==> src/rtl/complex_shifter.sv <==
`default_nettype none
// ============================================================================
// Module   : complex_shifter
// Brief    : Two-stage complex {re, im} arithmetic right shifter with saturation,
//            saturated-sample counter and sticky illegal-shift flag.
//            Define COMPLEX_SHIFTER_ROUND_EN for round-half-up (default truncates).
// Revision : 1.0 - initial release
// ============================================================================
module complex_shifter #(
    parameter int WIDTH       = 32,
    parameter int OUT_WIDTH   = 32,
    parameter int SHIFT_WIDTH = 4,
    parameter int RESET_SHIFT = 1
) (
    input  logic                   clk,
    input  logic                   rst_n,
    input  logic [WIDTH-1:0]       in_data,
    input  logic                   in_nd,
    input  logic [SHIFT_WIDTH-1:0] shift_in,
    input  logic                   shift_load,
    output logic [OUT_WIDTH-1:0]   out_data,
    output logic                   out_nd,
    output logic [15:0]            sat_count,
    output logic                   error
);

    localparam int c_hw          = WIDTH / 2;
    localparam int c_ohw         = OUT_WIDTH / 2;
    localparam int c_max_shift_i = c_hw - 1;
    localparam logic [SHIFT_WIDTH-1:0] c_max_shift = SHIFT_WIDTH'(c_max_shift_i);
    localparam logic [SHIFT_WIDTH-1:0] c_reset_shift = SHIFT_WIDTH'(RESET_SHIFT);
    // Saturation bounds expressed in the (c_hw+1)-bit guarded domain
    localparam logic signed [c_hw:0] c_sat_max = {{(c_hw - c_ohw + 2){1'b0}}, {(c_ohw - 1){1'b1}}};
    localparam logic signed [c_hw:0] c_sat_min = {{(c_hw - c_ohw + 2){1'b1}}, {(c_ohw - 1){1'b0}}};
`ifdef COMPLEX_SHIFTER_ROUND_EN
    localparam logic [c_hw:0] c_one = {{c_hw{1'b0}}, 1'b1};
`endif

    logic [SHIFT_WIDTH-1:0] r_shift;
    logic [SHIFT_WIDTH-1:0] r_sh1;
    logic [c_hw-1:0]        r_re1;
    logic [c_hw-1:0]        r_im1;
    logic                   r_v1;
    logic                   w_illegal;
    logic [c_ohw-1:0]       w_re_out;
    logic [c_ohw-1:0]       w_im_out;
    logic                   w_sat_re;
    logic                   w_sat_im;

    function automatic logic [c_ohw-1:0] scale(
        input  logic [c_hw-1:0]        x,
        input  logic [SHIFT_WIDTH-1:0] s,
        output logic                   sat
    );
        logic signed [c_hw:0] v;
        v = $signed({x[c_hw-1], x});
`ifdef COMPLEX_SHIFTER_ROUND_EN
        if (s != '0)
            v = v + $signed(c_one << (s - SHIFT_WIDTH'(1)));
`endif
        v = v >>> s;
        sat = 1'b1;
        if (v > c_sat_max)
            scale = c_sat_max[c_ohw-1:0];
        else if (v < c_sat_min)
            scale = c_sat_min[c_ohw-1:0];
        else begin
            scale = v[c_ohw-1:0];
            sat   = 1'b0;
        end
    endfunction

    assign w_illegal = (32'(shift_in) > 32'(c_max_shift_i));

    // Stage 1 captures the shift currently in force, so a same-cycle load
    // only affects later samples.
    always_ff @(posedge clk or negedge rst_n) begin
        if (!rst_n) begin
            r_shift <= c_reset_shift;
            error   <= 1'b0;
            r_v1    <= 1'b0;
            r_re1   <= '0;
            r_im1   <= '0;
            r_sh1   <= '0;
        end else begin
            r_v1 <= in_nd;
            if (in_nd) begin
                r_re1 <= in_data[WIDTH-1:c_hw];
                r_im1 <= in_data[c_hw-1:0];
                r_sh1 <= r_shift;
            end
            if (shift_load) begin
                r_shift <= w_illegal ? c_max_shift : shift_in;
                if (w_illegal)
                    error <= 1'b1;
            end
        end
    end

    always_comb begin
        w_sat_re = 1'b0;
        w_sat_im = 1'b0;
        w_re_out = scale(r_re1, r_sh1, w_sat_re);
        w_im_out = scale(r_im1, r_sh1, w_sat_im);
    end

    always_ff @(posedge clk or negedge rst_n) begin
        if (!rst_n) begin
            out_data  <= '0;
            out_nd    <= 1'b0;
            sat_count <= '0;
        end else begin
            out_nd <= r_v1;
            if (r_v1) begin
                out_data <= {w_re_out, w_im_out};
                if ((w_sat_re || w_sat_im) && (sat_count != 16'hFFFF))
                    sat_count <= sat_count + 16'd1;
            end
        end
    end

endmodule
`default_nettype wire
==> config.mk <==
export PLATFORM = sky130hd
export DESIGN_NAME = complex_shifter
export DESIGN_NICKNAME = d
export VERILOG_FILES = /design/src/rtl/complex_shifter.sv
export SDC_FILE = /design/constraint.sdc
export NUM_CORES = 1
export LEC_CHECK = 0
export CORE_ASPECT_RATIO = 1.1
export CORE_MARGIN = 4
export CORE_UTILIZATION = 36
export DETAILED_ROUTE_END_ITERATION = 12
export DONT_BUFFER_PORTS = 1
export PLACE_DENSITY_LB_ADDON = 0.25
export SLEW_MARGIN = 15
export SYNTH_ARGS = -nofsm -noshare
export SYNTH_HDL_FRONTEND = slang
export SYNTH_SLANG_ARGS = --single-unit
==> constraint.sdc <==
create_clock -name clk -period 1.95 [get_ports clk]
set_input_delay 0.2925 -clock clk [delete_from_list [all_inputs] [get_ports clk]]
set_output_delay 0.2925 -clock clk [all_outputs]
set_load 0.03 [all_outputs]
After elaboration in Yosys (flattened, before gate mapping). Cells that the tools add are included.

Output and inout bits: 50. Input bits: 40. Flip-flop bits (word level): 90. Logic and storage cells: 27.

Magnitude comparators: 4. Multiplexer cells: 8. Reductions and logical operators: 3. Add/sub/neg operators: 1. Shift operators: 2. Equality and inequality tests: 1.

Operator list (number): 16-bit 2-to-1 mux (4); 17-bit by 16-bit greater-than comparator with 1-bit output, second input constant (2); 17-bit by 16-bit less-than comparator with 1-bit output, second input constant (2); 16-bit by 4-bit >>> shifter with 17-bit output (2); 16-bit by 1-bit adder with 16-bit output, second input constant (1); 16-bit inequality test, second input constant (1); 1-bit 2-to-1 mux (4); 2-bit AND reduction (1); 1-bit logical AND (1); 1-bit logical OR (1).

Longest topological paths before layout. Gate-level depths: netlist (run 1).

Depth after elaboration: 7. Mapped depth: 7. Depth with buffers taken out: 4.

Least setup slack after synthesis (run 1). Ideal clock, no wire load.

Path type: register to register. Start: reg r_sh1[0]. End: reg out_data[30]. Required time: 1.814 ns. Clock period less this slack: 1.700 ns. Path buffers: 2. Setup time: 0.136 ns. Arrival time: 1.564 ns. Cell stages (with the launch flop): 7. Slack: 0.250 ns. Cells stage by stage: dfrtp_1 > buf_6 > buf_6 > nor3_1 > mux2_2 > o211ai_1 > o21ai_0.

Word-level cells in the longest chain between the ends: 4. Elaborated cells on any way between the ends: 5. Those cells by class: 2 x order compare; 1 x shift; 2 x mux.

Ends and longest elaborated chain: from (decl) (RTL line 40) `logic [SHIFT_WIDTH-1:0] r_sh1;`; from (signal assigned) (RTL line 90) `r_sh1 <= r_shift;`; 16-bit by 4-bit >>> shifter with 17-bit output * (RTL line 61) `v = v >>> s;`; 17-bit by 16-bit less-than comparator with 1-bit output (RTL line 65) `else if (v < c_sat_min)`; 16-bit 2-to-1 mux (RTL line 65); 16-bit 2-to-1 mux * (RTL line 63) `if (v > c_sat_max)`; to (signal assigned) (RTL line 115) `out_data <= {w_re_out, w_im_out};`; to (decl) (RTL line 21) `output logic [OUT_WIDTH-1:0] out_data,`.

Mark *: on every way between the ends. The rest lies on a longest branch, timed or not. A chain may end at the register's enable or synchronous reset.

Worst setup path in the final report (run 1).
Start: reg r_sh1[0]. End: reg out_data[10].

The elaborated chain is that of the path after synthesis.

==> results of run 1 <==
-- placed cells by master (no fill, tap or decap), types with 3 or more instances in the layout --
cell,netlist,final
a21oi_1,12,12
and2_1,4,4
buf_4,4,12
clkbuf_16,0,10
dfrtp_1,89,88
inv_1,13,13
mux2_2,51,51
mux2i_1,14,14
mux4_1,8,7
mux4_2,22,23
nand2_1,9,9
nand2b_1,11,11
nand3_1,6,6
nor2_1,9,9
nor2b_1,8,8
o211ai_1,12,12
o21a_1,4,4
o21ai_0,3,3
o221ai_1,4,4
o22ai_1,14,14
-- worst max path at each step --
stage,startpoint,to,depth (start not counted)
final,r_sh1[0]$_DFFE_PN0P_,out_data[10]$_DFFE_PN0P_,5
after floorplan,r_sh1[0]$_DFFE_PN0P_,out_data[30]$_DFFE_PN0P_,6
after global routing,r_sh1[1]$_DFFE_PN0P_,out_data[26]$_DFFE_PN0P_,6
after CTS,r_sh1[0]$_DFFE_PN0P_,out_data[26]$_DFFE_PN0P_,5
after detailed placement,r_sh1[0]$_DFFE_PN0P_,out_data[26]$_DFFE_PN0P_,5
after global placement,r_sh1[1]$_DFFE_PN0P_,out_data[14]$_DFFE_PN0P_,5
-- final cells by class --
cell class / instances / area, um^2 / area share
inverters: 13 / 48.80 / 0.009592
flip-flops and latches: 90 / 2255 / 0.4432
well taps: 157 / 196.4 / 0.03861
multi-input cells: 208 / 2118 / 0.4164
repair buffers: 16 / 165.2 / 0.03246
clock buffers: 10 / 239.0 / 0.04697
clock inverters: 6 / 65.06 / 0.01279
-- metrics by stage --
stage                     utilization  worst slack (ns)  cells
after floorplan                     -            0.2495    356
after global placement         0.3774            0.1500    482
after detailed placement       0.3774            0.1331    482
after CTS                      0.4023            0.1210    499
after global routing           0.4041          0.002168    500
final                          0.4041            0.1445    500
-- what timing repair did --
item | 4_1_cts | 5_1_grt
gates resized for setup | 0 | 2
hold endpoints to repair | 91 | 90
setup endpoints to repair | 0 | 1
-- where the power goes --
group	internal (mW)	switching (mW)
Clock	1.03	0.731
Combinational	0.640	0.507
Sequential	2.11	0.580
Total	3.78	1.82
-- cells by family after synthesis --
logic type,count (synthesis),synth area share
DFF,90,0.4858
buffers and inverters,58,0.05665
and+or+nand+nor,49,0.05449
AOI/OAI and AO/OA,61,0.08956
other,1,0.0008085
muxes,97,0.3127
-- worst reg2reg max path: stages, from the launching register on --
cell and delay (ns):
dfrtp_2 0.41, buf_12 0.17, mux4_1 0.60, nor2b_1 0.16, a211oi_1 0.23, o22ai_1 0.12
-- routing by layer --
layer  up-vias  track usage  routed length, um
met2        83       0.2215               5026
li1       1284            -                  -
met1      1440       0.1923               4380
met5         -            0                 27
met3         9      0.06395                895
met4         4      0.05188                122
-- sequential cells by signal, indices dropped and copies added, names as in the netlist --
signal     count
out_data      32
out_nd         1
r_im1         16
r_re1         16
r_sh1          4
r_shift        4
r_v1           1
sat_count     16
==> results.sh, run 1 <==
export IMPL_core_area_mm2=0.01259
export IMPL_fmax_mhz=553.9
export IMPL_ant_nets=0
export IMPL_yosys_most_used_dff="dfrtp_1"
export IMPL_port_buffer_count=0
export IMPL_synth_distinct_cells=34
export IMPL_async_flop_share=1.000
export IMPL_r2r_start="r_sh1[0]$_DFFE_PN0P_"
export IMPL_grt_max_degree=91
export IMPL_synth_most_common_cell="dfrtp_1"
export IMPL_grt_overflow=0
export IMPL_hpwl_mm=7.562
export IMPL_timing_rr_end="out_data[10]$_DFFE_PN0P_"
export IMPL_ir_worst_vdd_mv=0.6351
export IMPL_syn_cell_area_mm2=0.004638
export IMPL_place_gp_congestion=0.8349
export IMPL_drt_total_wl_mm=10.45
export IMPL_clock_sinks=90
export IMPL_syn_inst=356
export IMPL_rows=43
export IMPL_cp_slowest_stage_delay_ns=0.60
export IMPL_syn_avg_cell_area_um2=13.03
export IMPL_startpoint_type="flip-flop"
export IMPL_synth_largest_area_cell="dfrtp_1"
export IMPL_critPathMaxFanout=14
export IMPL_yosysWarnings=0
export IMPL_dieArea_mm2=0.01477
export IMPL_place_area_mm2=0.004751
export IMPL_hold_violations=90
export IMPL_setup_violations=0
export IMPL_final_nets=378
export IMPL_grt_usage=0.1481
export IMPL_criticalPathCategory="reg -> reg"
export IMPL_routedWlPerCell_um=20.90
export IMPL_finalCritPeriodShare=0.9259
export IMPL_hold_ws_ns=-0.3543
export IMPL_grt_antenna_before_repair=2
export IMPL_grt_pass1_vias=2904
export IMPL_tightestPinTransition_ns=0.6803
export IMPL_clock_latency_ns=0.34
export IMPL_pin_count=90
export IMPL_synth_seq_cells=90
export IMPL_finalSetupTns_ns=0
export IMPL_power_density_mw_per_mm2=1100
export IMPL_synth_fp_nets=396
export IMPL_hold_class="in -> async"
export IMPL_fin_skew_ns=0.003337
export IMPL_required_ns=2.17
export IMPL_power_total_mw=5.598
export IMPL_synth_area_leaders="dfrtp_1 48%, mux2_2 12%, mux4_2 11%"
export IMPL_ff2ff_path_depth=5
export IMPL_synth_top_area_frac=0.4802
export IMPL_arrival_ns=2.02
export IMPL_synth_edf_count=0
export IMPL_cts_tree="built"
export IMPL_end_kind="flip-flop"
export IMPL_crit_slowest_cell="mux4_1"
export IMPL_maxCapViolCount=0
export IMPL_min_period_ns=1.805
export IMPL_crit_path_cell_trace="buf_12 > mux4_1 > nor2b_1 > a211oi_1 > o22ai_1"
export IMPL_antenna_cells=0
export IMPL_first_iter_violations=222
export IMPL_numCtsBuffers=9
export IMPL_slew_headroom=0.5455
export IMPL_power_leakage_nw=2.093
export IMPL_status="complete, but fails checks"
export IMPL_die_y_um=127.0
export IMPL_final_max_slew_viol_count=0
export IMPL_drcViolationCount=0
export IMPL_ys_top_cells_by_count="89 x dfrtp_1, 51 x mux2_2, 29 x clkbuf_1"
export IMPL_cts_hold_buf=1
export IMPL_final_area_mm2=0.005087
export IMPL_clock_root_buffer="clkbuf_16"
export IMPL_start_util=0.3684
export IMPL_grt_setup_unrepaired="no"
export IMPL_die_x_um=116.2
export IMPL_htree_levels=3
export IMPL_synthToLayoutAreaGrowth_pct=9.684
export IMPL_cts_setup_buffers=0
export IMPL_seq_area_frac_synth=0.4858
export IMPL_ctsLongestPathBuffers=2
export IMPL_clk_pin_slew_ns=0.06
export IMPL_r2r_slack_ns=0.14
export IMPL_via_per_inst=5.640
export IMPL_violations="negative hold slack"
export IMPL_layout_drive_gt1_share=0.3178
export IMPL_critPathBufInv=1
export IMPL_fillers=1194
export IMPL_cp_top_family="multiplexers"
export IMPL_grt_pass1_wl_mm=16.78
export IMPL_vias=2820
export IMPL_dr_pass1_iters=4
Note: power is estimated with default switching activity, not from simulation.
==> run 2: changes to the inputs <==
- CTS_CLUSTER_DIAMETER: default -> 50
==> results of run 2 <==
Final layout, timing and power as in run 1 (identical DEF).
==> run 3: changes to the inputs <==
- ABC_CLOCK_PERIOD_IN_PS: default -> 1950
==> results of run 3 <==
Final layout, timing and power as in run 1 (identical DEF).
